$ cat src/rtl/pio_2401_dr.sv
// rtl/pio_2401_dr.sv - Avalon-MM input PIO for nRF2401 DR pins with edge capture and irq
// Optional per-bit glitch filter compiled in with PIO_2401_DR_FILTER_EN.
`timescale 1ns/1ps
module pio_2401_dr #(
  parameter int WIDTH         = 1,
  parameter int EDGE_TYPE     = 0,
  parameter int FILTER_CYCLES = 4
) (
  input  logic             clk,
  input  logic             reset_n,
  input  logic [1:0]       address,
  input  logic             chipselect,
  input  logic             read_n,
  input  logic             write_n,
  input  logic [WIDTH-1:0] writedata,
  input  logic [WIDTH-1:0] in_port,
  output logic [WIDTH-1:0] readdata,
  output logic             irq
);

  logic [WIDTH-1:0] s1_q, s2_q;
  logic [WIDTH-1:0] f;
  logic [WIDTH-1:0] fprev_q;
  logic [WIDTH-1:0] edge_w;
  logic [WIDTH-1:0] clr_w;
  logic [WIDTH-1:0] cap_q, cap_d;
  logic [WIDTH-1:0] mask_q, mask_d;
  logic [WIDTH-1:0] rdata_q, rdata_d;
  logic             wr_en, rd_en;

  assign wr_en = chipselect & ~write_n;
  assign rd_en = chipselect & ~read_n;

  always_ff @(posedge clk or negedge reset_n) begin
    if (!reset_n) begin
      s1_q <= '0;
      s2_q <= '0;
    end else begin
      s1_q <= in_port;
      s2_q <= s1_q;
    end
  end

`ifdef PIO_2401_DR_FILTER_EN
  localparam logic [7:0] FILT_LAST = 8'(FILTER_CYCLES - 2);

  logic [7:0]       cnt_q [WIDTH];
  logic [7:0]       cnt_d [WIDTH];
  logic [WIDTH-1:0] filt_q, filt_d;

  // f only follows s2 after it has disagreed for FILTER_CYCLES-1 consecutive clocks
  always_comb begin
    filt_d = filt_q;
    for (int i = 0; i < WIDTH; i++) begin
      cnt_d[i] = cnt_q[i];
      if (s2_q[i] == filt_q[i]) begin
        cnt_d[i] = 8'd0;
      end else if (cnt_q[i] == FILT_LAST) begin
        cnt_d[i]  = 8'd0;
        filt_d[i] = s2_q[i];
      end else begin
        cnt_d[i] = cnt_q[i] + 8'd1;
      end
    end
  end

  always_ff @(posedge clk or negedge reset_n) begin
    if (!reset_n) begin
      filt_q <= '0;
      for (int i = 0; i < WIDTH; i++) cnt_q[i] <= 8'd0;
    end else begin
      filt_q <= filt_d;
      for (int i = 0; i < WIDTH; i++) cnt_q[i] <= cnt_d[i];
    end
  end

  assign f = filt_q;
`else
  assign f = s2_q;
`endif

  always_ff @(posedge clk or negedge reset_n) begin
    if (!reset_n) fprev_q <= '0;
    else          fprev_q <= f;
  end

  always_comb begin
    case (EDGE_TYPE)
      1:       edge_w = ~f & fprev_q;
      2:       edge_w = f ^ fprev_q;
      default: edge_w = f & ~fprev_q;
    endcase
  end

  assign clr_w = (wr_en && address == 2'd3) ? writedata : '0;

  // New edges OR in after the clear so a coincident edge is never lost
  always_comb begin
    cap_d  = (cap_q & ~clr_w) | edge_w;
    mask_d = mask_q;
    if (wr_en && address == 2'd2) mask_d = writedata;
  end

  always_comb begin
    rdata_d = rdata_q;
    if (rd_en) begin
      case (address)
        2'd0:    rdata_d = f;
        2'd2:    rdata_d = mask_q;
        2'd3:    rdata_d = cap_q;
        default: rdata_d = '0;
      endcase
    end
  end

  always_ff @(posedge clk or negedge reset_n) begin
    if (!reset_n) begin
      cap_q   <= '0;
      mask_q  <= '0;
      rdata_q <= '0;
    end else begin
      cap_q   <= cap_d;
      mask_q  <= mask_d;
      rdata_q <= rdata_d;
    end
  end

  assign readdata = rdata_q;
  assign irq      = |(cap_q & mask_q);

endmodule

$ cat config.mk
export PLATFORM = sky130hd
export DESIGN_NAME = pio_2401_dr
export DESIGN_NICKNAME = d
export VERILOG_FILES = /design/src/rtl/pio_2401_dr.sv
export SDC_FILE = /design/constraint.sdc
export NUM_CORES = 1
export LEC_CHECK = 0
export CORE_AREA = 2 2 39 41
export CTS_BUF_LIST = sky130_fd_sc_hd__clkbuf_4 sky130_fd_sc_hd__clkbuf_8
export DETAILED_ROUTE_END_ITERATION = 8
export DIE_AREA = 0 0 41 43
export PLACE_DENSITY = 0.49
export SLEW_MARGIN = 15
export SYNTH_ARGS = -nofsm -noshare
export SYNTH_HDL_FRONTEND = slang
export SYNTH_SLANG_ARGS = --single-unit
$ cat constraint.sdc
create_clock -name clk -period 1.6 [get_ports clk]
set_input_delay 0.32 -clock clk [delete_from_list [all_inputs] [get_ports clk]]
set_output_delay 0.32 -clock clk [all_outputs]
set_load 0.02 [all_outputs]
==> Yosys cells after proc, flatten, opt, wreduce, memory -nomap -nowiden <==
Index checks and enable logic that the tools add are counted.
{ "totals": {"word_cells": 23, "out_inout_bits": 2, "inputBits": 9, "regBits": 6} }
{ "classes": {"eq_ne": 2, "bitwise": 10, "n_mux": 2, "n_reduce_logical": 3} }
{ "op_table": {"columns": ["operator", "count"], "rows": [
  ["bitwise AND 1 bit", 5],
  ["equality test 2 bit, second input constant", 2],
  ["NOT 1 bit", 4],
  ["one-hot mux 1 bit (3 select lines)", 1],
  ["logical AND 1 bit", 2],
  ["zero test 2 bit", 1],
  ["2-to-1 mux 1 bit", 1],
  ["OR 1 bit", 1]
]} }

==> Logic depth before layout (Yosys ltp) <==
{ "depth": {"depth_word": 7, "depth_mapped": 3, "mapped_depth_nobuf": 3} }

==> Least setup slack after synthesis <==
No wires, ideal clock.
{ "synth_path": {"path_type": "register to register", "start": "register cap_q", "end": "register rdata_q (netlist: readdata)", "stages_incl_launch_ff": 4, "t_required_ps": 1474, "synth_period_minus_slack_ps": 1008, "slack_ps": 592, "setup_time_ps": 126, "t_arrival_ps": 882, "cell_sequence": "dfrtp_1 > mux2_1 > a22oi_1 > a21oi_1"} }
{ "synth_between": {"elab_chain_cells": 1} }
{ "synth_rtl": {"columns": ["item", "line", "source"], "rows": [
  ["start, declared", "26", "logic [WIDTH-1:0] cap_q, cap_d;"],
  ["start signal, assigned", "122", "cap_q <= cap_d;"],
  ["one-hot mux 1 bit (3 select lines)", "107", "case (address)"],
  ["end signal, assigned", "124", "rdata_q <= rdata_d;"],
  ["end, declared", "28", "logic [WIDTH-1:0] rdata_q, rdata_d;"]
]} }
Every way passes these cells.
A chain may end at the register's enable or synchronous reset.

==> Worst setup path after layout <==
{ "layout_path": {"start": "register rdata_q (netlist: readdata)", "end": "output port readdata"} }
{ "layout_lines": {"columns": ["item", "line", "source"], "rows": [
  ["end, declared", "17", "output logic [WIDTH-1:0] readdata,"]
]} }
No word-level cell between the ends.

==> key figures <==
Setup path
  • RR Startpoint: cap_q$_DFF_PN0_
  • CP peak stage delay: 0.60 ns
  • WP data required: 1.28 ns
  • Crit-path cells: clkdlybuf4s50_1
  • Critical-path top delay cell: clkdlybuf4s50_1
  • Worst setup SP type: register
  • Crit Reg-Reg Endpoint: readdata$_DFFE_PN0P_
  • Sum of buffers and inverters on the critical path: 1
  • Worst setup EP type: primary output
  • Critical path class: register to primary output
  • WP data arrival: 1.18 ns
  • Cell family with most CP delay: buffers and inverters
  • Reg2Reg Depth: 3
  • Largest fanout on the critical path: 2
  • Worst R2R Setup Slack: 0.54 ns

Timing
  • Final period utilization: 0.935
  • Fmax: 669 MHz
  • Worst Skew: 0.00549 ns
  • RSZ-0062 raised after global routing: false
  • Worst Tran Pin Value: 0.268 ns
  • Slew headroom: 0.821
  • Final setup violation count: 0
  • Final hold violations: 0
  • Crit path time final: 1.50 ns
  • Final slew viol count: 0
  • Sum Neg Setup Slack: 0 ns

Pwr
  • Clk pwr share: 0.349
  • P_int: 298 uW
  • Power density over cell area: 1020 nW/um2
  • Combinational power share: 0.201
  • Leakage: 0.160 nW
  • Sw Share: 0.236
  • Peak supply drop: 0.000321 V
  • Sw Pwr: 91.8 uW
  • Power share of the sequential group: 0.450

Yosys
  • Mapped Area: 234 um2
  • Distinct cells, synth: 12
  • Avg Cell Area, Syn: 11.7 um2
  • YS warnings: 0
  • Seq/Total Area, Yosys: 0.642
  • Cells after Synth: 20
  • Mapped Nets: 29
  • Yosys reg bits: 6

Final layout
  • Most frequent cells in the layout: clkdlybuf4s50_1 (9), dfrtp_1 (6), nor2_1 (3), clkbuf_4 (3), o21ai_0 (2)
  • N_diodes: 0
  • Most common cell after layout, fill and taps aside: clkdlybuf4s50_1
  • Final #Nets: 45
  • Share of layout cells above drive strength 1: 0.147
  • Area delta synth->final: 63.6%
  • Final Instance Count excl. Fillers: 50
  • Post-route cell area: 383 um2

Placed design
  • Port Buffers: 10
  • Placer Congestion: 0.557
  • Post-DP Area: 362 um2
  • Cell total after placement: 47

Clocking
  • Clock root cell: clkbuf_4
  • H-Tree Depth: 1
  • Clock buffer depth: 2
  • Worst-Skew Late Latency: 0.24 ns
  • Clk slew on worst S/H paths: 0.05 ns
  • CTS tree: yes
  • Clock Sinks: 6
  • CTS Hold Bufs: 0
  • Total CTS buffers: 3

Outcome
  • Status: completed

Route
  • Starting DRT DRC Count: 1
  • Routed Antenna Nets: 0
  • Routed length per instance: 9.30 um
  • DR pass1 iterations: 4
  • Post-route DRC: 0
  • Via count: 196
  • Drt total wl: 465 um
  • Via density: 3.92

Floorplanning
  • Starting Density: 0.169
  • DIE HEIGHT: 43 um
  • Cell Rows: 14
  • Top Ports: 11
  • Die Wd: 41 um
  • Die ar.: 1760 um2
  • Core Region: 1380 um2

Global routing
  • Initial antenna violation count: 0
  • Largest net degree at the start of global routing: 7
  • GRT Total Usage: 0.0727
  • Aggregate global routing overflow: 0
  • Number of global-route vias before repair: 195
  • First-pass GRT wire length: 759 um

Run
  • Max Cap Viol: 0

Hold path
  • HP Class: primary input to async pin
power by group through the flow:
stage	sequential, mW	combinational [mW]	clock (mW)
5_1_grt	0.177	0.0866	0.158
3_5_place_dp	0.178	0.0841	0
2_1_floorplan	0.180	0.0305	0
6_report	0.175	0.0781	0.136
3_3_place_gp	0.177	0.0830	0
4_1_cts	0.175	0.0801	0.146
cells in the mapped netlist:
cell type | n | share of area
dfrtp_1 | 6 | 0.64
nor2_1 | 3 | 0.048
inv_1 | 1 | 0.016
a22oi_1 | 1 | 0.032
o21ai_0 | 2 | 0.043
nand2_1 | 1 | 0.016
mux2_2 | 1 | 0.048
nor2b_1 | 1 | 0.027
nand3b_1 | 1 | 0.032
mux2_1 | 1 | 0.048
and2_1 | 1 | 0.027
a21oi_1 | 1 | 0.021
what timing repair did:
| item | 4_1_cts | 5_1_grt |
|---|---|---|
| gates resized for setup | 1 | 0 |
| setup buffers | 0 | 0 |
| endpoints found under the setup margin | 1 | 0 |
cell type report:
cell class                 count  area [um2]
fill                         146        1000
multi-input combinational     13        80.1
timing repair buffer          11         106
tap                           16        20.0
sequential                     6         150
inverter                       1        3.75
clock buffer                   3        22.5
worst max path at each step:
| stage | from | endpoint | slack, ns | depth (start not counted) |
|---|---|---|---|---|
| floorplan | cap_q$_DFF_PN0_ | readdata$_DFFE_PN0P_ | 0.59 | 3 |
| global placement | address[0] | readdata$_DFFE_PN0P_ | 0.09 | 4 |
| detailed placement | address[0] | readdata$_DFFE_PN0P_ | 0.08 | 4 |
| CTS | readdata$_DFFE_PN0P_ | readdata | 0.09 | 1 |
| global route | readdata$_DFFE_PN0P_ | readdata | 0.04 | 1 |
| finish | readdata$_DFFE_PN0P_ | readdata | 0.10 | 1 |
metal layers:
layer | global-route usage | share of wire
met1 | 0.0623 | 0.42
met2 | 0.100 | 0.40
met3 | 0.0628 | 0.15
met4 | 0.0600 | 0.017
met5 | 0 | 0
cell families (layout without fill, tap and decap cells):
family | count (synthesis) | count (layout) | synth area share
AND/OR/NAND/NOR | 7 | 7 | 0.150
flip-flops | 6 | 6 | 0.642
AO/OA/AOI/OAI | 4 | 4 | 0.0962
multiplexers | 2 | 2 | 0.0962
buffers and inverters | 1 | 15 | 0.0160
through the flow:
stage	setup WS [ns]	hold slack, ns	power [mW]	utilization
2_1_floorplan	0.592	0.0244	0.211	-
3_5_place_dp	0.0779	0.343	0.262	0.261
4_1_cts	0.0865	0.322	0.401	0.277
6_report	0.104	0.315	0.390	0.277
5_1_grt	0.0387	0.332	0.421	0.277
3_3_place_gp	0.0860	0.338	0.260	0.261
flip-flops by register name (all words and copies together) (netlist names):
| register | flops |
|---|---|
| cap_q | 1 |
| fprev_q | 1 |
| readdata | 1 |
| f | 1 |
| mask_q | 1 |
| s1_q | 1 |
Note: power is estimated with default switching activity, not from simulation.
